===== config.mk =====
export PLATFORM = sky130hd
export DESIGN_NAME = pool_arbiter
export DESIGN_NICKNAME = d
export VERILOG_FILES = /design/src/rtl/pool_arbiter.sv
export SDC_FILE = /design/constraint.sdc
export NUM_CORES = 1
export LEC_CHECK = 0
export ABC_AREA = 1
export CAP_MARGIN = 10
export CELL_PAD_IN_SITES_DETAIL_PLACEMENT = 0
export CELL_PAD_IN_SITES_GLOBAL_PLACEMENT = 1
export CORE_AREA = 2 2 242 244
export CTS_CLUSTER_DIAMETER = 40
export DETAILED_ROUTE_END_ITERATION = 10
export DIE_AREA = 0 0 244 246
export PLACE_DENSITY_LB_ADDON = 0.1
export SYNTH_ARGS = -nofsm -noshare
export SYNTH_HDL_FRONTEND = slang
export SYNTH_SLANG_ARGS = --single-unit

===== constraint.sdc =====
create_clock -name clk -period 10.3 [get_ports clk]
set_input_delay 2.575 -clock clk [delete_from_list [all_inputs] [get_ports clk]]
set_output_delay 2.575 -clock clk [all_outputs]
set_load 0.02 [all_outputs]

===== src/rtl/pool_arbiter.sv =====
// Round-robin arbiter sharing one avg_pool_unit among 4 window requesters.
// Latency: gnt at T, rsp_valid at T+5+LATENCY; result held until rsp_ready, no grants meanwhile.
module pool_arbiter #(
    parameter int NUM_REQ = 4,
    parameter int LATENCY = 4
) (
    input  logic                     clk,
    input  logic                     rst,
    input  logic [NUM_REQ-1:0]       req,
    input  logic [NUM_REQ*128-1:0]   win_data,
    output logic [NUM_REQ-1:0]       gnt,
    output logic                     busy,
    output logic [31:0]              pool_ip,
    output logic                     pool_en,
    output logic                     pool_rst,
    input  logic [31:0]              pool_op,
    output logic                     rsp_valid,
    output logic [1:0]               rsp_id,
    output logic [31:0]              rsp_data,
    input  logic                     rsp_ready
);

    localparam int LAT_W = (LATENCY > 1) ? $clog2(LATENCY) : 1;

    typedef enum logic [2:0] {IDLE, CLEAR, FEED, WAIT, RESP} state_t;

    state_t             state_q, state_d;
    logic [1:0]         feed_cnt_q, feed_cnt_d;
    logic [LAT_W-1:0]   lat_cnt_q, lat_cnt_d;
    logic [1:0]         rr_ptr_q, rr_ptr_d;
    logic [1:0]         id_q, id_d;
    logic [127:0]       win_q, win_d;

    logic [NUM_REQ-1:0] gnt_d;
    logic               busy_d;
    logic [31:0]        pool_ip_d;
    logic               pool_en_d;
    logic               pool_rst_d;
    logic               rsp_valid_d;
    logic [1:0]         rsp_id_d;
    logic [31:0]        rsp_data_d;

    logic               found;
    logic [1:0]         sel;
    logic [1:0]         idx;

    // Outputs are computed from the next state so every port comes straight off a flop.
    always_comb begin
        state_d     = state_q;
        feed_cnt_d  = feed_cnt_q;
        lat_cnt_d   = lat_cnt_q;
        rr_ptr_d    = rr_ptr_q;
        id_d        = id_q;
        win_d       = win_q;
        gnt_d       = '0;
        pool_ip_d   = '0;
        pool_en_d   = 1'b0;
        pool_rst_d  = 1'b0;
        rsp_valid_d = 1'b0;
        rsp_id_d    = rsp_id;
        rsp_data_d  = rsp_data;
        found       = 1'b0;
        sel         = rr_ptr_q;
        idx         = '0;

        case (state_q)
            IDLE: begin
                for (int k = 0; k < NUM_REQ; k++) begin
                    idx = rr_ptr_q + 2'(k);
                    if (!found && req[idx]) begin
                        found = 1'b1;
                        sel   = idx;
                    end
                end
                if (found) begin
                    state_d    = CLEAR;
                    id_d       = sel;
                    win_d      = win_data[{sel, 7'd0} +: 128];
                    gnt_d[sel] = 1'b1;
                    pool_rst_d = 1'b1;
                end
            end
            CLEAR: begin
                state_d    = FEED;
                feed_cnt_d = 2'd0;
                pool_en_d  = 1'b1;
                pool_ip_d  = win_q[31:0];
            end
            FEED: begin
                if (feed_cnt_q == 2'd3) begin
                    state_d   = WAIT;
                    lat_cnt_d = '0;
                end else begin
                    feed_cnt_d = feed_cnt_q + 2'd1;
                    pool_en_d  = 1'b1;
                    pool_ip_d  = win_q[{feed_cnt_d, 5'd0} +: 32];
                end
            end
            WAIT: begin
                if (lat_cnt_q == LAT_W'(LATENCY - 1)) begin
                    state_d     = RESP;
                    rsp_valid_d = 1'b1;
                    rsp_id_d    = id_q;
                    rsp_data_d  = pool_op;
                end else begin
                    lat_cnt_d = lat_cnt_q + 1'b1;
                end
            end
            RESP: begin
                if (rsp_ready) begin
                    state_d  = IDLE;
                    rr_ptr_d = id_q + 2'd1;
                end else begin
                    rsp_valid_d = 1'b1;
                end
            end
            default: state_d = IDLE;
        endcase

        busy_d = (state_d != IDLE);
    end

    always_ff @(posedge clk or posedge rst) begin
        if (rst) begin
            state_q    <= IDLE;
            feed_cnt_q <= '0;
            lat_cnt_q  <= '0;
            rr_ptr_q   <= '0;
            id_q       <= '0;
            win_q      <= '0;
            gnt        <= '0;
            busy       <= 1'b0;
            pool_ip    <= '0;
            pool_en    <= 1'b0;
            pool_rst   <= 1'b0;
            rsp_valid  <= 1'b0;
            rsp_id     <= '0;
            rsp_data   <= '0;
        end else begin
            state_q    <= state_d;
            feed_cnt_q <= feed_cnt_d;
            lat_cnt_q  <= lat_cnt_d;
            rr_ptr_q   <= rr_ptr_d;
            id_q       <= id_d;
            win_q      <= win_d;
            gnt        <= gnt_d;
            busy       <= busy_d;
            pool_ip    <= pool_ip_d;
            pool_en    <= pool_en_d;
            pool_rst   <= pool_rst_d;
            rsp_valid  <= rsp_valid_d;
            rsp_id     <= rsp_id_d;
            rsp_data   <= rsp_data_d;
        end
    end

endmodule


==> results.md <==
* Port Buffers at around 620
* Status: finished clean
* Post-CTS sizing at 0
* Most common library cells after synthesis: 1468 x nand2_1, 269 x nand3_1, 213 x dfrtp_1
* Hold depth at 2
* Largest family of logic cells by synthesized area: simple AND/OR/NAND/NOR gates
* Final Cell Area at ~23000 um2
* DRC at 0
* Clock Path Buffers at 3
* Post-synthesis simple-gate area fraction at 0.490
* Hold Startpoint: rsp_data[0]
* Slew HR at 0.283
* Share of cells above drive strength 1 at 0.0402
* Critical path endpoint category: register
* Post-synth top area share at 0.377
* Slew Limit Fails at 0
* H-tree depth at 2
* Congestion Overflow GR at 0
* Worst-Margin Slew at roughly 1.1 ns
* Critical Path RT at approximately 11 ns
* Tightest Hold Check Type: reg2reg
* Sequential share of power at 0.198
* Unrepaired setup endpoints after global routing: no
* Final Cycle Share at 0.592
* Largest net degree at the start of global routing at 142
* Worst R2R Setup Slack at around 5.8 ns
* Multi-input logic area at between 8000 and 9000 um2
* Placer Congestion at between 0.8 and 0.9
* Setup TNS at 0 ns
* Switching share of power at 0.526
* Worst hold endpoint: rsp_data[0]
* Synth Flop Type: dfrtp_1
* Clock Latency Late Sink at approximately 0.57 ns
* Worst path cell trace: clkdlybuf4s50_1 -> nand2_1 -> nand2_1 -> nand2_1 -> nand2_1 -> nor2_2 -> nand4_4 -> nand2_8 -> buf_4 -> buf_16 -> nand2_1 -> nand2_1 -> nand2_1 -> nand2_1 -> nand2_1 -> nand2_1
* Post-Syn Nets at slightly below 3000
* LEAKAGE at ~0.011 uW
* Final net count at between 3000 and 4000
* Die height at ~250 um
* Setup-failing EPs final at 0
* Area grow syn2layout at 54.3%
* Drt wl/cell at 19.6 um
* GRT Overall Usage at 0.236
* P_int at 3740 uW
* Synthesized netlist cell count at between 2000 and 2500
* Vias in the first global route at 17100
* Net switching power at around 4100 uW
* R2R cell count at 16
* WP data arrival at ~6.6 ns
* Power Density at 349 nW/um2
* Routed WL at between 70000 and 80000 um
* Post-synthesis compound-gate area fraction at 0.0596
* Die area at about 60000 um2
* Setup Skew at between 0.02 and 0.03 ns
* Filler Cell Count at about 6200
* Ranking of synthesized cells by area: nand2_1 38%, dfrtp_1 36%, nand3_1 9.2%
* Detail-routed via count per cell at 4.61
* Num rows at slightly below 90
* # hold bufs at CTS at 0
* Adder-Cell Fraction of Synth Area at 0.00171
* Clock tree from TritonCTS: built
* Worst ir drop on vdd at 308 uV
* Post-DP Area at 21000 um2
* Critical Path Most Common Cell: nand2_1
* R2r endpoint: win_q[18]
* Global-route wire length before repair at roughly 110000 um
* 1st-pass router iterations at 5
* Average cell area after synthesis at between 6 and 7 um2
* Top Ports at 625
* Post-synthesis sequential area ratio at 0.365
* Critical Path Source Type: primary input
* Synthesized area at 14600 um2
* FF+latch count, synth at between 200 and 250
* Area leader, netlist: nand2_1
* Max incr delay on CP at between 0.8 and 0.9 ns
* Starting Density at 0.255
* Mux contribution to synthesized area at 0
* Combinational Power Share at 0.616
* Max-Cap Viols at 0
* Setup CP Type: in2reg
* Root buf cell: clkbuf_16
* Total number of vias at around 17000
* Clock power frac at 0.186
* Total Power at just under 8000 uW
* CTS Sinks at approximately 210
* Post-synth EDFFs at 0
* Hold Vio Cnt, Final at 0
* Antenna-violating nets left at 0
* Most common cell in the netlist: nand2_1
* Initial DRC Count at about 1100
* Num CTS Buffers at 43
* Hold_ws at ~0.46 ns
* Die X at ~240 um
* Critical Path Source: req[1]
* Synth cell types at 27
* Synth async-reset ratio at 1.00
* FF+latch area at about 5300 um2
* Setup WS post-layout at approximately 4.2 ns
* Dpl ws at approximately 3.4 ns
* Post-synthesis xor/xnor area fraction at 0.000599
* Clk slew on worst S/H paths at ~0.040 ns
* Minimum clock period at ~6.1 ns
* # Post-CTS Setup Buffers at 0
* Worst r2r src: rr_ptr_q[0]
* Core box area at 57400 um2
* Ys Warns at 0
* Max Fclk at ~160 MHz
* Dpl hpwl at 55100 um
* CP max stage cell: nand2_8
* Initial antenna violation count at 3
* Crit Path Max Fanout at 141
==> power by group through the flow <==
stage                     clock, uW  sequential [uW]  combinational, uW
after CTS                      1500             1570               4960
after global routing           1540             1600               5550
after floorplan                   0             1500               3380
final                          1470             1560               4850
after detailed placement          0             1570               4930
after global placement            0             1570               4920
==> registers in the layout, indices dropped and copies added (netlist names) <==
name	cells
pool_rst	1
rsp_valid	1
id_q	2
rr_ptr_q	2
gnt	4
busy	1
state_q	3
pool_ip	32
rsp_id	2
rsp_data	32
lat_cnt_q	2
win_q	128
feed_cnt_q	2
pool_en	1
==> per-stage QoR <==
step | std cells | utilization
floorplan | 2414 | -
global placement | 3646 | 0.366
detailed placement | 3646 | 0.366
CTS | 3725 | 0.393
global route | 3728 | 0.393
finish | 3729 | 0.393
==> placed cells by master (no fill, tap or decap), types with 3 or more instances in the layout <==
cell | Yosys | routed
a21oi_1 | 33 | 33
buf_4 | 24 | 18
bufinv_16 | 0 | 6
clkbuf_1 | 47 | 4
clkbuf_16 | 0 | 44
clkbuf_8 | 0 | 5
clkdlybuf4s50_1 | 0 | 624
clkinv_2 | 0 | 7
clkinv_4 | 0 | 3
clkinvlp_4 | 0 | 4
dfrtp_1 | 213 | 212
diode_2 | 0 | 3
inv_1 | 50 | 49
inv_6 | 0 | 3
inv_8 | 0 | 3
nand2_1 | 1468 | 1466
nand2_2 | 7 | 6
nand2_4 | 2 | 3
nand3_1 | 269 | 269
nor2_1 | 41 | 39
nor2_2 | 1 | 3
nor3_1 | 4 | 4
o21ai_0 | 135 | 135
o31ai_1 | 3 | 3
==> worst max-delay path: cells and delay by family <==
| kind | cells | cell delay (ns) |
|---|---|---|
| buffers and inverters | 3 | 1.26 |
| and+or+nand+nor | 13 | 2.46 |
==> metal layers <==
metal	up-vias	wire, um	global-route usage
li1	8562	-	-
met1	8003	31800	0.304
met2	543	35400	0.400
met3	72	4440	0.0488
met4	0	1590	0.0633
met5	-	0	0
==> how the worst max path moves through the flow <==
stage	to	slack [ns]	depth (start not counted)
floorplan	busy	1.90	1
global placement	win_q[9]	3.50	15
detailed placement	win_q[9]	3.37	15
CTS	win_q[18]	3.96	15
global route	win_q[9]	3.87	16
finish	win_q[18]	4.21	16
==> cells by family after synthesis <==
| family | after synthesis |
|---|---|
| xor+xnor | 1 |
| fa+ha+maj | 2 |
| flops | 213 |
| simple gates | 1796 |
| compound gates | 172 |
| buf+inv | 230 |
==> area by class of cell <==
class,count,share of cell area
clock inverter,26,0.0149
inverter,55,0.00970
tap,765,0.0424
antenna,3,0.000333
timing repair buffer,643,0.284
sequential,213,0.236
clock buffer,53,0.0525
multi-input combinational,1971,0.360
Power figures use the tool's default switching activity.
